===== src/rtl/dual_helix_pkg.sv =====
// rtl/dual_helix_pkg.sv - AXI4-Lite request/response structs shared across the dual-helix SoC
package dual_helix_pkg;

    typedef struct packed {
        logic [31:0] addr;
    } dhs_axil_ax_t;

    typedef struct packed {
        logic [31:0] data;
        logic [3:0]  strb;
    } dhs_axil_w_t;

    typedef struct packed {
        logic [1:0] resp;
    } dhs_axil_b_t;

    typedef struct packed {
        logic [31:0] data;
        logic [1:0]  resp;
    } dhs_axil_r_t;

    typedef struct packed {
        dhs_axil_ax_t aw;
        logic         aw_valid;
        dhs_axil_w_t  w;
        logic         w_valid;
        logic         b_ready;
        dhs_axil_ax_t ar;
        logic         ar_valid;
        logic         r_ready;
    } dhs_axil_req_t;

    typedef struct packed {
        logic         aw_ready;
        logic         w_ready;
        dhs_axil_b_t  b;
        logic         b_valid;
        logic         ar_ready;
        dhs_axil_r_t  r;
        logic         r_valid;
    } dhs_axil_resp_t;

endpackage


===== src/rtl/soc_ctrl_pkg.sv =====
// rtl/soc_ctrl_pkg.sv - register map, field positions and reset values of the SoC control block
package soc_ctrl_pkg;

    localparam int SC_NUM_REGS = 16;

    localparam logic [31:0] SC_BOOT_ADDR_CORE_0_ADDR    = 32'h00;
    localparam logic [31:0] SC_BOOT_ADDR_CORE_1_ADDR    = 32'h04;
    localparam logic [31:0] SC_HART_ID_CORE_0_ADDR      = 32'h08;
    localparam logic [31:0] SC_HART_ID_CORE_1_ADDR      = 32'h0C;
    localparam logic [31:0] SC_MTVEC_CORE_0_ADDR        = 32'h10;
    localparam logic [31:0] SC_MTVEC_CORE_1_ADDR        = 32'h14;
    localparam logic [31:0] SC_CLK_RST_CORE_0_ADDR      = 32'h18;
    localparam logic [31:0] SC_CLK_RST_CORE_1_ADDR      = 32'h1C;
    localparam logic [31:0] SC_CLK_RST_CORE_LINK_ADDR   = 32'h20;
    localparam logic [31:0] SC_CLK_RST_SYS_LINK_ADDR    = 32'h24;
    localparam logic [31:0] SC_CLK_RST_PERIPH_LINK_ADDR = 32'h28;
    localparam logic [31:0] SC_PLL_CONFIG_CORE_0_ADDR   = 32'h2C;
    localparam logic [31:0] SC_PLL_CONFIG_CORE_1_ADDR   = 32'h30;
    localparam logic [31:0] SC_PLL_CONFIG_SYS_LINK_ADDR = 32'h34;
    localparam logic [31:0] SC_GPR_0_ADDR               = 32'h38;
    localparam logic [31:0] SC_GPR_1_ADDR               = 32'h3C;
    localparam logic [31:0] SC_BOOT_MODE_ADDR           = 32'h40;

    // Word indices into the writable register array (everything below BOOT_MODE)
    localparam int SC_BOOT_ADDR_CORE_0_IDX    = int'(SC_BOOT_ADDR_CORE_0_ADDR >> 2);
    localparam int SC_BOOT_ADDR_CORE_1_IDX    = int'(SC_BOOT_ADDR_CORE_1_ADDR >> 2);
    localparam int SC_HART_ID_CORE_0_IDX      = int'(SC_HART_ID_CORE_0_ADDR >> 2);
    localparam int SC_HART_ID_CORE_1_IDX      = int'(SC_HART_ID_CORE_1_ADDR >> 2);
    localparam int SC_MTVEC_CORE_0_IDX        = int'(SC_MTVEC_CORE_0_ADDR >> 2);
    localparam int SC_MTVEC_CORE_1_IDX        = int'(SC_MTVEC_CORE_1_ADDR >> 2);
    localparam int SC_CLK_RST_CORE_0_IDX      = int'(SC_CLK_RST_CORE_0_ADDR >> 2);
    localparam int SC_CLK_RST_CORE_1_IDX      = int'(SC_CLK_RST_CORE_1_ADDR >> 2);
    localparam int SC_CLK_RST_CORE_LINK_IDX   = int'(SC_CLK_RST_CORE_LINK_ADDR >> 2);
    localparam int SC_CLK_RST_SYS_LINK_IDX    = int'(SC_CLK_RST_SYS_LINK_ADDR >> 2);
    localparam int SC_CLK_RST_PERIPH_LINK_IDX = int'(SC_CLK_RST_PERIPH_LINK_ADDR >> 2);
    localparam int SC_PLL_CONFIG_CORE_0_IDX   = int'(SC_PLL_CONFIG_CORE_0_ADDR >> 2);
    localparam int SC_PLL_CONFIG_CORE_1_IDX   = int'(SC_PLL_CONFIG_CORE_1_ADDR >> 2);
    localparam int SC_PLL_CONFIG_SYS_LINK_IDX = int'(SC_PLL_CONFIG_SYS_LINK_ADDR >> 2);
    localparam int SC_GPR_0_IDX               = int'(SC_GPR_0_ADDR >> 2);
    localparam int SC_GPR_1_IDX               = int'(SC_GPR_1_ADDR >> 2);

    localparam int SC_CLK_EN_BIT  = 0;
    localparam int SC_RST_REL_BIT = 1;
    localparam int SC_CLK_SEL_BIT = 2;

    localparam int SC_REF_DIV_BW = 4;
    localparam int SC_FB_DIV_BW  = 12;

    localparam logic [31:0] SC_HART_ID_CORE_1_RST      = 32'h1;
    localparam logic [31:0] SC_CLK_RST_PERIPH_LINK_RST = 32'h3;

    localparam logic [1:0] SC_RESP_OKAY   = 2'b00;
    localparam logic [1:0] SC_RESP_SLVERR = 2'b10;

    function automatic logic [31:0] sc_reg_reset(input int idx);
        case (idx)
            SC_HART_ID_CORE_1_IDX:      return SC_HART_ID_CORE_1_RST;
            SC_CLK_RST_PERIPH_LINK_IDX: return SC_CLK_RST_PERIPH_LINK_RST;
            default:                    return 32'h0;
        endcase
    endfunction

    // Bits that actually exist in each register; the rest are stored as 0 and read back 0
    function automatic logic [31:0] sc_reg_wmask(input int idx);
        case (idx)
            SC_CLK_RST_CORE_0_IDX,
            SC_CLK_RST_CORE_1_IDX,
            SC_CLK_RST_SYS_LINK_IDX,
            SC_CLK_RST_PERIPH_LINK_IDX: return 32'h3;
            SC_CLK_RST_CORE_LINK_IDX:   return 32'h7;
            SC_PLL_CONFIG_CORE_0_IDX,
            SC_PLL_CONFIG_CORE_1_IDX,
            SC_PLL_CONFIG_SYS_LINK_IDX: return (32'h1 << (SC_REF_DIV_BW + SC_FB_DIV_BW)) - 32'h1;
            default:                    return 32'hFFFF_FFFF;
        endcase
    endfunction

endpackage


===== src/rtl/soc_ctrl_clk_gate.sv =====
// rtl/soc_ctrl_clk_gate.sv - latch-based integrated clock gate for one clock domain
// Ports: clk_i source clock, rst_i async active-high reset (forces gate closed),
//        en_i enable from register file, clk_o gated clock.
module soc_ctrl_clk_gate (
    input  logic clk_i,
    input  logic rst_i,
    input  logic en_i,
    output logic clk_o
);

    logic en_latched;

    // Transparent only while clk_i is low, so the enable cannot change during a high phase
    always_latch begin
        if (rst_i) begin
            en_latched <= 1'b0;
        end else if (!clk_i) begin
            en_latched <= en_i;
        end
    end

    assign clk_o = clk_i & en_latched;

endmodule


===== src/rtl/soc_ctrl_top.sv =====
// rtl/soc_ctrl_top.sv - AXI4-Lite register file driving core boot config, domain clocks/resets and PLL config
// Ports: ref_clk_i sole clock; glb_arst_i async active-high reset; axil_req_i/axil_resp_o AXI-Lite slave;
//        core_x_boot_addr_o/hart_id_o/mtvec_o boot config; boot_mode_i async strap; gpr0_o/gpr1_o;
//        <domain>_clk_o/arst_n_o/clk_en_o per domain; pll_<domain>_cfg_o {fb_div, ref_div}.
module soc_ctrl_top
    import soc_ctrl_pkg::*;
#(
    parameter type         req_t      = dual_helix_pkg::dhs_axil_req_t,
    parameter type         resp_t     = dual_helix_pkg::dhs_axil_resp_t,
    parameter logic [31:0] MEM_BASE   = 32'h0,
    parameter logic [31:0] MEM_SIZE   = 32'h1000,
    parameter int          ADDR_WIDTH = 32,
    parameter int          DATA_WIDTH = 32,
    parameter int          REF_DIV_BW = 4,
    parameter int          FB_DIV_BW  = 12
) (
    input  logic                              ref_clk_i,
    input  logic                              glb_arst_i,
    input  req_t                              axil_req_i,
    output resp_t                             axil_resp_o,
    output logic [DATA_WIDTH-1:0]             core_0_boot_addr_o,
    output logic [DATA_WIDTH-1:0]             core_1_boot_addr_o,
    output logic [DATA_WIDTH-1:0]             core_0_hart_id_o,
    output logic [DATA_WIDTH-1:0]             core_1_hart_id_o,
    output logic [DATA_WIDTH-1:0]             core_0_mtvec_o,
    output logic [DATA_WIDTH-1:0]             core_1_mtvec_o,
    input  logic                              boot_mode_i,
    output logic [DATA_WIDTH-1:0]             gpr0_o,
    output logic [DATA_WIDTH-1:0]             gpr1_o,
    output logic                              core_0_clk_o,
    output logic                              core_0_arst_n_o,
    output logic                              core_0_clk_en_o,
    output logic                              core_1_clk_o,
    output logic                              core_1_arst_n_o,
    output logic                              core_1_clk_en_o,
    output logic                              core_link_clk_o,
    output logic                              core_link_arst_n_o,
    output logic                              core_link_clk_en_o,
    output logic                              sys_link_clk_o,
    output logic                              sys_link_arst_n_o,
    output logic                              sys_link_clk_en_o,
    output logic                              periph_link_arst_n_o,
    output logic                              periph_link_clk_en_o,
    output logic [REF_DIV_BW+FB_DIV_BW-1:0]   pll_core_0_cfg_o,
    output logic [REF_DIV_BW+FB_DIV_BW-1:0]   pll_core_1_cfg_o,
    output logic [REF_DIV_BW+FB_DIV_BW-1:0]   pll_sys_link_cfg_o
);

    localparam int CFG_W = REF_DIV_BW + FB_DIV_BW;

    logic [DATA_WIDTH-1:0] regs [SC_NUM_REGS];
    logic [1:0]            boot_sync;

    logic [ADDR_WIDTH-1:0] wr_off;
    logic [ADDR_WIDTH-1:0] rd_off;
    logic [3:0]            wr_idx;
    logic [3:0]            rd_idx;
    logic                  wr_fire;
    logic                  wr_ok;
    logic                  rd_fire;
    logic [DATA_WIDTH-1:0] wr_merged;
    logic [DATA_WIDTH-1:0] rd_data;
    logic [1:0]            rd_resp;
    logic                  unused_bits;

    logic                  b_valid;
    logic [1:0]            b_resp;
    logic                  r_valid;
    logic [DATA_WIDTH-1:0] r_data;
    logic [1:0]            r_resp;

    // ---------------- decode ----------------
    // Subtracting the base lets an address below MEM_BASE wrap to a huge offset, which fails the window test
    assign wr_off  = axil_req_i.aw.addr - MEM_BASE;
    assign rd_off  = axil_req_i.ar.addr - MEM_BASE;
    assign wr_idx  = wr_off[5:2];
    assign rd_idx  = rd_off[5:2];
    assign wr_ok   = (wr_off < MEM_SIZE) && (wr_off < SC_BOOT_MODE_ADDR);
    assign unused_bits = ^{wr_off[1:0], rd_off[1:0]};

    // Address and data are only taken as a pair, and never while a B is still outstanding
    assign wr_fire = axil_req_i.aw_valid & axil_req_i.w_valid & ~b_valid;
    assign rd_fire = axil_req_i.ar_valid & ~r_valid;

    always_comb begin
        wr_merged = regs[wr_idx];
        for (int b = 0; b < DATA_WIDTH / 8; b++) begin
            if (axil_req_i.w.strb[b]) begin
                wr_merged[8*b +: 8] = axil_req_i.w.data[8*b +: 8];
            end
        end
    end

    always_comb begin
        rd_data = '0;
        rd_resp = SC_RESP_SLVERR;
        if ((rd_off < MEM_SIZE) && (rd_off < SC_BOOT_MODE_ADDR)) begin
            rd_data = regs[rd_idx];
            rd_resp = SC_RESP_OKAY;
        end else if ((rd_off < MEM_SIZE) && ({rd_off[ADDR_WIDTH-1:2], 2'b00} == SC_BOOT_MODE_ADDR)) begin
            rd_data = {{(DATA_WIDTH-1){1'b0}}, boot_sync[1]};
            rd_resp = SC_RESP_OKAY;
        end
    end

    // ---------------- register file + write channel ----------------
    always_ff @(posedge ref_clk_i or posedge glb_arst_i) begin
        if (glb_arst_i) begin
            for (int i = 0; i < SC_NUM_REGS; i++) begin
                regs[i] <= sc_reg_reset(i);
            end
            b_valid <= 1'b0;
            b_resp  <= SC_RESP_OKAY;
        end else begin
            if (wr_fire) begin
                b_valid <= 1'b1;
                b_resp  <= wr_ok ? SC_RESP_OKAY : SC_RESP_SLVERR;
                if (wr_ok) begin
                    regs[wr_idx] <= wr_merged & sc_reg_wmask(int'(wr_idx));
                end
            end else if (b_valid && axil_req_i.b_ready) begin
                b_valid <= 1'b0;
            end
        end
    end

    // ---------------- read channel ----------------
    // Data is captured from the pre-edge register values, so a same-cycle write is not visible
    always_ff @(posedge ref_clk_i or posedge glb_arst_i) begin
        if (glb_arst_i) begin
            r_valid <= 1'b0;
            r_data  <= '0;
            r_resp  <= SC_RESP_OKAY;
        end else begin
            if (rd_fire) begin
                r_valid <= 1'b1;
                r_data  <= rd_data;
                r_resp  <= rd_resp;
            end else if (r_valid && axil_req_i.r_ready) begin
                r_valid <= 1'b0;
            end
        end
    end

    always_ff @(posedge ref_clk_i or posedge glb_arst_i) begin
        if (glb_arst_i) begin
            boot_sync <= 2'b00;
        end else begin
            boot_sync <= {boot_sync[0], boot_mode_i};
        end
    end

    always_comb begin
        axil_resp_o          = '0;
        axil_resp_o.aw_ready = wr_fire;
        axil_resp_o.w_ready  = wr_fire;
        axil_resp_o.b_valid  = b_valid;
        axil_resp_o.b.resp   = b_resp;
        axil_resp_o.ar_ready = ~r_valid;
        axil_resp_o.r_valid  = r_valid;
        axil_resp_o.r.data   = r_data;
        axil_resp_o.r.resp   = r_resp;
    end

    // ---------------- configuration outputs ----------------
    assign core_0_boot_addr_o = regs[SC_BOOT_ADDR_CORE_0_IDX];
    assign core_1_boot_addr_o = regs[SC_BOOT_ADDR_CORE_1_IDX];
    assign core_0_hart_id_o   = regs[SC_HART_ID_CORE_0_IDX];
    assign core_1_hart_id_o   = regs[SC_HART_ID_CORE_1_IDX];
    assign core_0_mtvec_o     = regs[SC_MTVEC_CORE_0_IDX];
    assign core_1_mtvec_o     = regs[SC_MTVEC_CORE_1_IDX];
    assign gpr0_o             = regs[SC_GPR_0_IDX];
    assign gpr1_o             = regs[SC_GPR_1_IDX];

    assign pll_core_0_cfg_o   = regs[SC_PLL_CONFIG_CORE_0_IDX][CFG_W-1:0];
    assign pll_core_1_cfg_o   = regs[SC_PLL_CONFIG_CORE_1_IDX][CFG_W-1:0];
    assign pll_sys_link_cfg_o = regs[SC_PLL_CONFIG_SYS_LINK_IDX][CFG_W-1:0];

    assign core_0_clk_en_o      = regs[SC_CLK_RST_CORE_0_IDX][SC_CLK_EN_BIT];
    assign core_1_clk_en_o      = regs[SC_CLK_RST_CORE_1_IDX][SC_CLK_EN_BIT];
    assign core_link_clk_en_o   = regs[SC_CLK_RST_CORE_LINK_IDX][SC_CLK_EN_BIT];
    assign sys_link_clk_en_o    = regs[SC_CLK_RST_SYS_LINK_IDX][SC_CLK_EN_BIT];
    assign periph_link_clk_en_o = regs[SC_CLK_RST_PERIPH_LINK_IDX][SC_CLK_EN_BIT];

    // Reset assertion bypasses the clock; release waits for software to set rst_release
    assign core_0_arst_n_o      = regs[SC_CLK_RST_CORE_0_IDX][SC_RST_REL_BIT] & ~glb_arst_i;
    assign core_1_arst_n_o      = regs[SC_CLK_RST_CORE_1_IDX][SC_RST_REL_BIT] & ~glb_arst_i;
    assign core_link_arst_n_o   = regs[SC_CLK_RST_CORE_LINK_IDX][SC_RST_REL_BIT] & ~glb_arst_i;
    assign sys_link_arst_n_o    = regs[SC_CLK_RST_SYS_LINK_IDX][SC_RST_REL_BIT] & ~glb_arst_i;
    assign periph_link_arst_n_o = regs[SC_CLK_RST_PERIPH_LINK_IDX][SC_RST_REL_BIT] & ~glb_arst_i;

    // ---------------- domain clocks ----------------
    soc_ctrl_clk_gate u_gate_core_0 (
        .clk_i (ref_clk_i),
        .rst_i (glb_arst_i),
        .en_i  (core_0_clk_en_o),
        .clk_o (core_0_clk_o)
    );

    soc_ctrl_clk_gate u_gate_core_1 (
        .clk_i (ref_clk_i),
        .rst_i (glb_arst_i),
        .en_i  (core_1_clk_en_o),
        .clk_o (core_1_clk_o)
    );

    soc_ctrl_clk_gate u_gate_sys_link (
        .clk_i (ref_clk_i),
        .rst_i (glb_arst_i),
        .en_i  (sys_link_clk_en_o),
        .clk_o (sys_link_clk_o)
    );

    // Both candidates are gated copies of ref_clk_i in phase, and clk_sel only moves on a rising
    // edge while both are high, so the switch cannot cut a pulse short when both are running.
    assign core_link_clk_o = regs[SC_CLK_RST_CORE_LINK_IDX][SC_CLK_SEL_BIT] ? core_1_clk_o : core_0_clk_o;

endmodule


===== config.mk =====
export PLATFORM = sky130hd
export DESIGN_NAME = soc_ctrl_top
export DESIGN_NICKNAME = d
export VERILOG_FILES = /design/src/rtl/dual_helix_pkg.sv /design/src/rtl/soc_ctrl_pkg.sv /design/src/rtl/soc_ctrl_clk_gate.sv /design/src/rtl/soc_ctrl_top.sv
export SDC_FILE = /design/constraint.sdc
export NUM_CORES = 1
export LEC_CHECK = 0
export CAP_MARGIN = 0
export CORE_UTILIZATION = 50
export CTS_CLUSTER_SIZE = 24
export DETAILED_ROUTE_END_ITERATION = 10
export GPL_TIMING_DRIVEN = 0
export PLACE_DENSITY = 0.76
export SLEW_MARGIN = 10
export SYNTH_ARGS = -nofsm -noshare
export SYNTH_HDL_FRONTEND = slang
export SYNTH_SLANG_ARGS = --single-unit

===== constraint.sdc =====
create_clock -name ref_clk_i -period 24.5 [get_ports ref_clk_i]
set_input_delay 3.675 -clock ref_clk_i [delete_from_list [all_inputs] [get_ports ref_clk_i]]
set_output_delay 3.675 -clock ref_clk_i [all_outputs]
set_load 0.05 [all_outputs]

==> reports/results.txt <==
Synth Register Bits -> 553
Synth top area share -> 46.3%
Vias -> 26700
Unrepaired setup endpoints after global routing -> no
Clock network latency to the later pin of the worst-skew pair -> 0.77 ns
Met2 GRT Util -> 61.4%
Pin count of the biggest net entering global routing -> 124
Share of layout cells above drive strength 1 -> 21.5%
Number of synthesized flops with an enable pin -> 0
Met3 usage -> 14.7%
Nets@finish -> 3409
Slew @ Worst Pin -> 1.34 ns
CTS clk-pin slew, worst paths -> 0.06 ns
Wirelength, routed -> 124000 um
Die Span Y -> 245 um
Initial DRT Pass Iterations -> 9
Grt total ovfl -> 0
Fin worst setup slack -> 4.62 ns
Core area -> 58000 um2
PortBufs -> 455
Worst EP required -> 13.05 ns
Placer congestion estimate -> 0.984
Ports -> 467
Syn-to-layout area delta -> 28.5%
Setup TNS -> 0 ns
Placed insts -> 3961
Area leader, netlist -> dfrtp_1
Initial DRC Count -> 3725
Hold Path Class -> reg2reg
Synth area leaders -> dfrtp_1 (46%), mux4_2 (12%), buf_4 (8.2%)
WS Path Type -> in2latch
Avg Cell Area, Syn -> 10.8 um2
VDD IR max -> 85.3 uV
First-pass GRT wire length -> 179000 um
Most frequent cells in the layout -> dfrtp_1 (547), clkdlybuf4s50_1 (455), nand2_1 (453), buf_4 (322), o21ai_0 (289)
All-layer global routing usage -> 41.4%
Pwr dens -> 56.4 nW/um2
Fin. max-slew vios -> 0
Post-Layout Cell Count -> 4119
GR Util met1 -> 51.5%
Hpwl dp -> 85200 um
# rows -> 88
Critical path fanouts, max -> 9
Post-DRT Antenna Nets -> 0
Most common cell after layout, fill and taps aside -> dfrtp_1
Distinct cell type count after synthesis -> 60
Die Width -> 245 um
Clock skew -> 0.0230 ns
Worst setup SP type -> primary input
CTS tree -> yes
Setup WS pre-CTS -> 7.24 ns
Max_cap viols -> 0
Top Usage Layer GRT -> met2
Critical Path End Type -> latch
Fraction of registers with async set/reset -> 99.5%
CP arrival -> 8.43 ns
Vias in the first global route -> 27000
Final hold viol count -> 0
Die area -> 60100 um2
Via density -> 6.47
Setup violation total in the final timing report -> 0
Post-detailed-route DRC marker count -> 0
Multi-input logic area -> 12300 um2
P_leak -> 0.0168 uW
Average wire per standard cell -> 30.1 um
Max-slew headroom -> 10.4%
Fillers -> 4452
Overall Power -> 2140 uW
Mapped Area -> 29500 um2
Resized cells post-CTS -> 0
FF+latch area -> 13800 um2
Antenna violations before repair -> 5
Yosys warning count -> 0
Dominant synthesized flop cell -> dfrtp_1
Run status -> finished clean
Starting Density -> 50.9%
Cells after synthesis -> 2735
-- critical path: stages --
cell,delay (ns)
dlygate4sd3_1,0.53
dlygate4sd3_1,0.57
dlygate4sd3_1,0.57
dlygate4sd3_1,0.56
dlygate4sd3_1,0.55
dlygate4sd3_1,0.55
dlygate4sd3_1,0.57
clkdlybuf4s50_1,0.61
nor2b_1,0.24
-- path summary, 6_finish.rpt --
| path | slack [ns] | startpoint | end | cells past startpoint |
|---|---|---|---|---|
| hold reg to reg | 0.35 | boot_sync[0] | boot_sync[1] | 0 |
| max in group asynchronous | 11.86 | glb_arst_i | core_1_hart_id_o[16] | 18 |
| max in group gated | 11.32 | glb_arst_i | clock gate | 18 |
| min in group gated | 0.81 | glb_arst_i | clock gate | 18 |
| setup reg to reg | 11.62 | core_1_clk_en_o | u_gate_core_1.en_latched | 1 |
| setup / recovery | 4.62 | glb_arst_i | u_gate_core_1.en_latched | 9 |
| min in group asynchronous | 10.75 | glb_arst_i | core_0_clk_en_o | 15 |
| hold / removal | 0.35 | boot_sync[0] | boot_sync[1] | 0 |
-- per-stage QoR --
stage	instance area (um2)	hold WS, ns	util, %
after floorplan	29500	-2.04	-
after global placement	35100	0.335	60.4
after detailed placement	35200	-7.78	60.7
after CTS	37900	0.359	65.4
after global routing	37900	0.353	65.4
final	38000	0.355	65.4
-- registers in the layout (all words and copies together), names as in the netlist, 2 cells and up --
name / count
pll_sys_link_cfg_o: 16
r_data: 32
core_0_mtvec_o: 32
pll_core_0_cfg_o: 16
regs: 203
core_1_hart_id_o: 32
pll_core_1_cfg_o: 16
boot_sync: 2
core_0_hart_id_o: 32
core_1_boot_addr_o: 32
gpr0_o: 32
core_0_boot_addr_o: 32
gpr1_o: 32
core_1_mtvec_o: 32
-- power breakdown --
group	total, uW	switching (uW)	internal (uW)	leakage [uW]
registers	911	0.294	911	0.00768
clock network	1060	417	647	0.00126
logic	166	114	51.8	0.00782
total	2140	531	1610	0.0168
-- cells in the mapped netlist, types with 6 or more instances --
master    instances
buf_2            23
clkbuf_1        163
nor3_1            8
mux2i_1         123
nand4_1          18
o21ai_1          89
mux2_2           41
nand3_1          27
o22ai_1          27
dfrtp_1         547
buf_6            19
or4_1            15
o211ai_2          6
a21oi_1          13
a22o_1           42
buf_4           322
a21o_1           11
and2_1           70
o21ai_2          15
a22oi_1          67
nor2b_1          27
a211oi_1          7
inv_1             8
o21ai_0         289
nand2b_1          8
nand2_1         453
o31ai_1          33
buf_1             8
mux4_2          156
nor4_1           13
a221oi_1         16
nor2_1           14
-- per-layer routing --
layer	vias to the layer above	share of wire (%)
li1	10600	-
met1	13200	36
met2	2222	45
met3	573	13
met4	4	7.2
met5	-	0.067
-- final cells by class --
| cell class | count | share of cell area, % |
|---|---|---|
| Clock buffer | 119 | 6.10 |
| Sequential cell | 553 | 36.4 |
| Timing Repair Buffer | 473 | 12.7 |
| Tap cell | 765 | 2.52 |
| Multi-Input combinational cell | 1636 | 32.3 |
| Clock inverter | 19 | 0.729 |
| Buffer | 538 | 9.07 |
| Inverter | 9 | 0.109 |
| Antenna cell | 7 | 0.0461 |
-- logic make-up after synthesis --
| family | synth area share [%] |
|---|---|
| AND/OR/NAND/NOR | 10.3 |
| AO/OA/AOI/OAI | 13.4 |
| flip-flops | 46.6 |
| buffers and inverters | 11.8 |
| multiplexers | 17.6 |
| adder cells (fa/ha/maj) | 0.169 |
| latches | 0.152 |
| other | 0.0127 |
-- what timing repair did --
item                       CTS  global route
setup endpoints to repair    0             0
hold endpoints to repair     1             0
hold buffers                16             0
setup buffers                0             0
No activity file was read; power rests on OpenSTA's default activity.
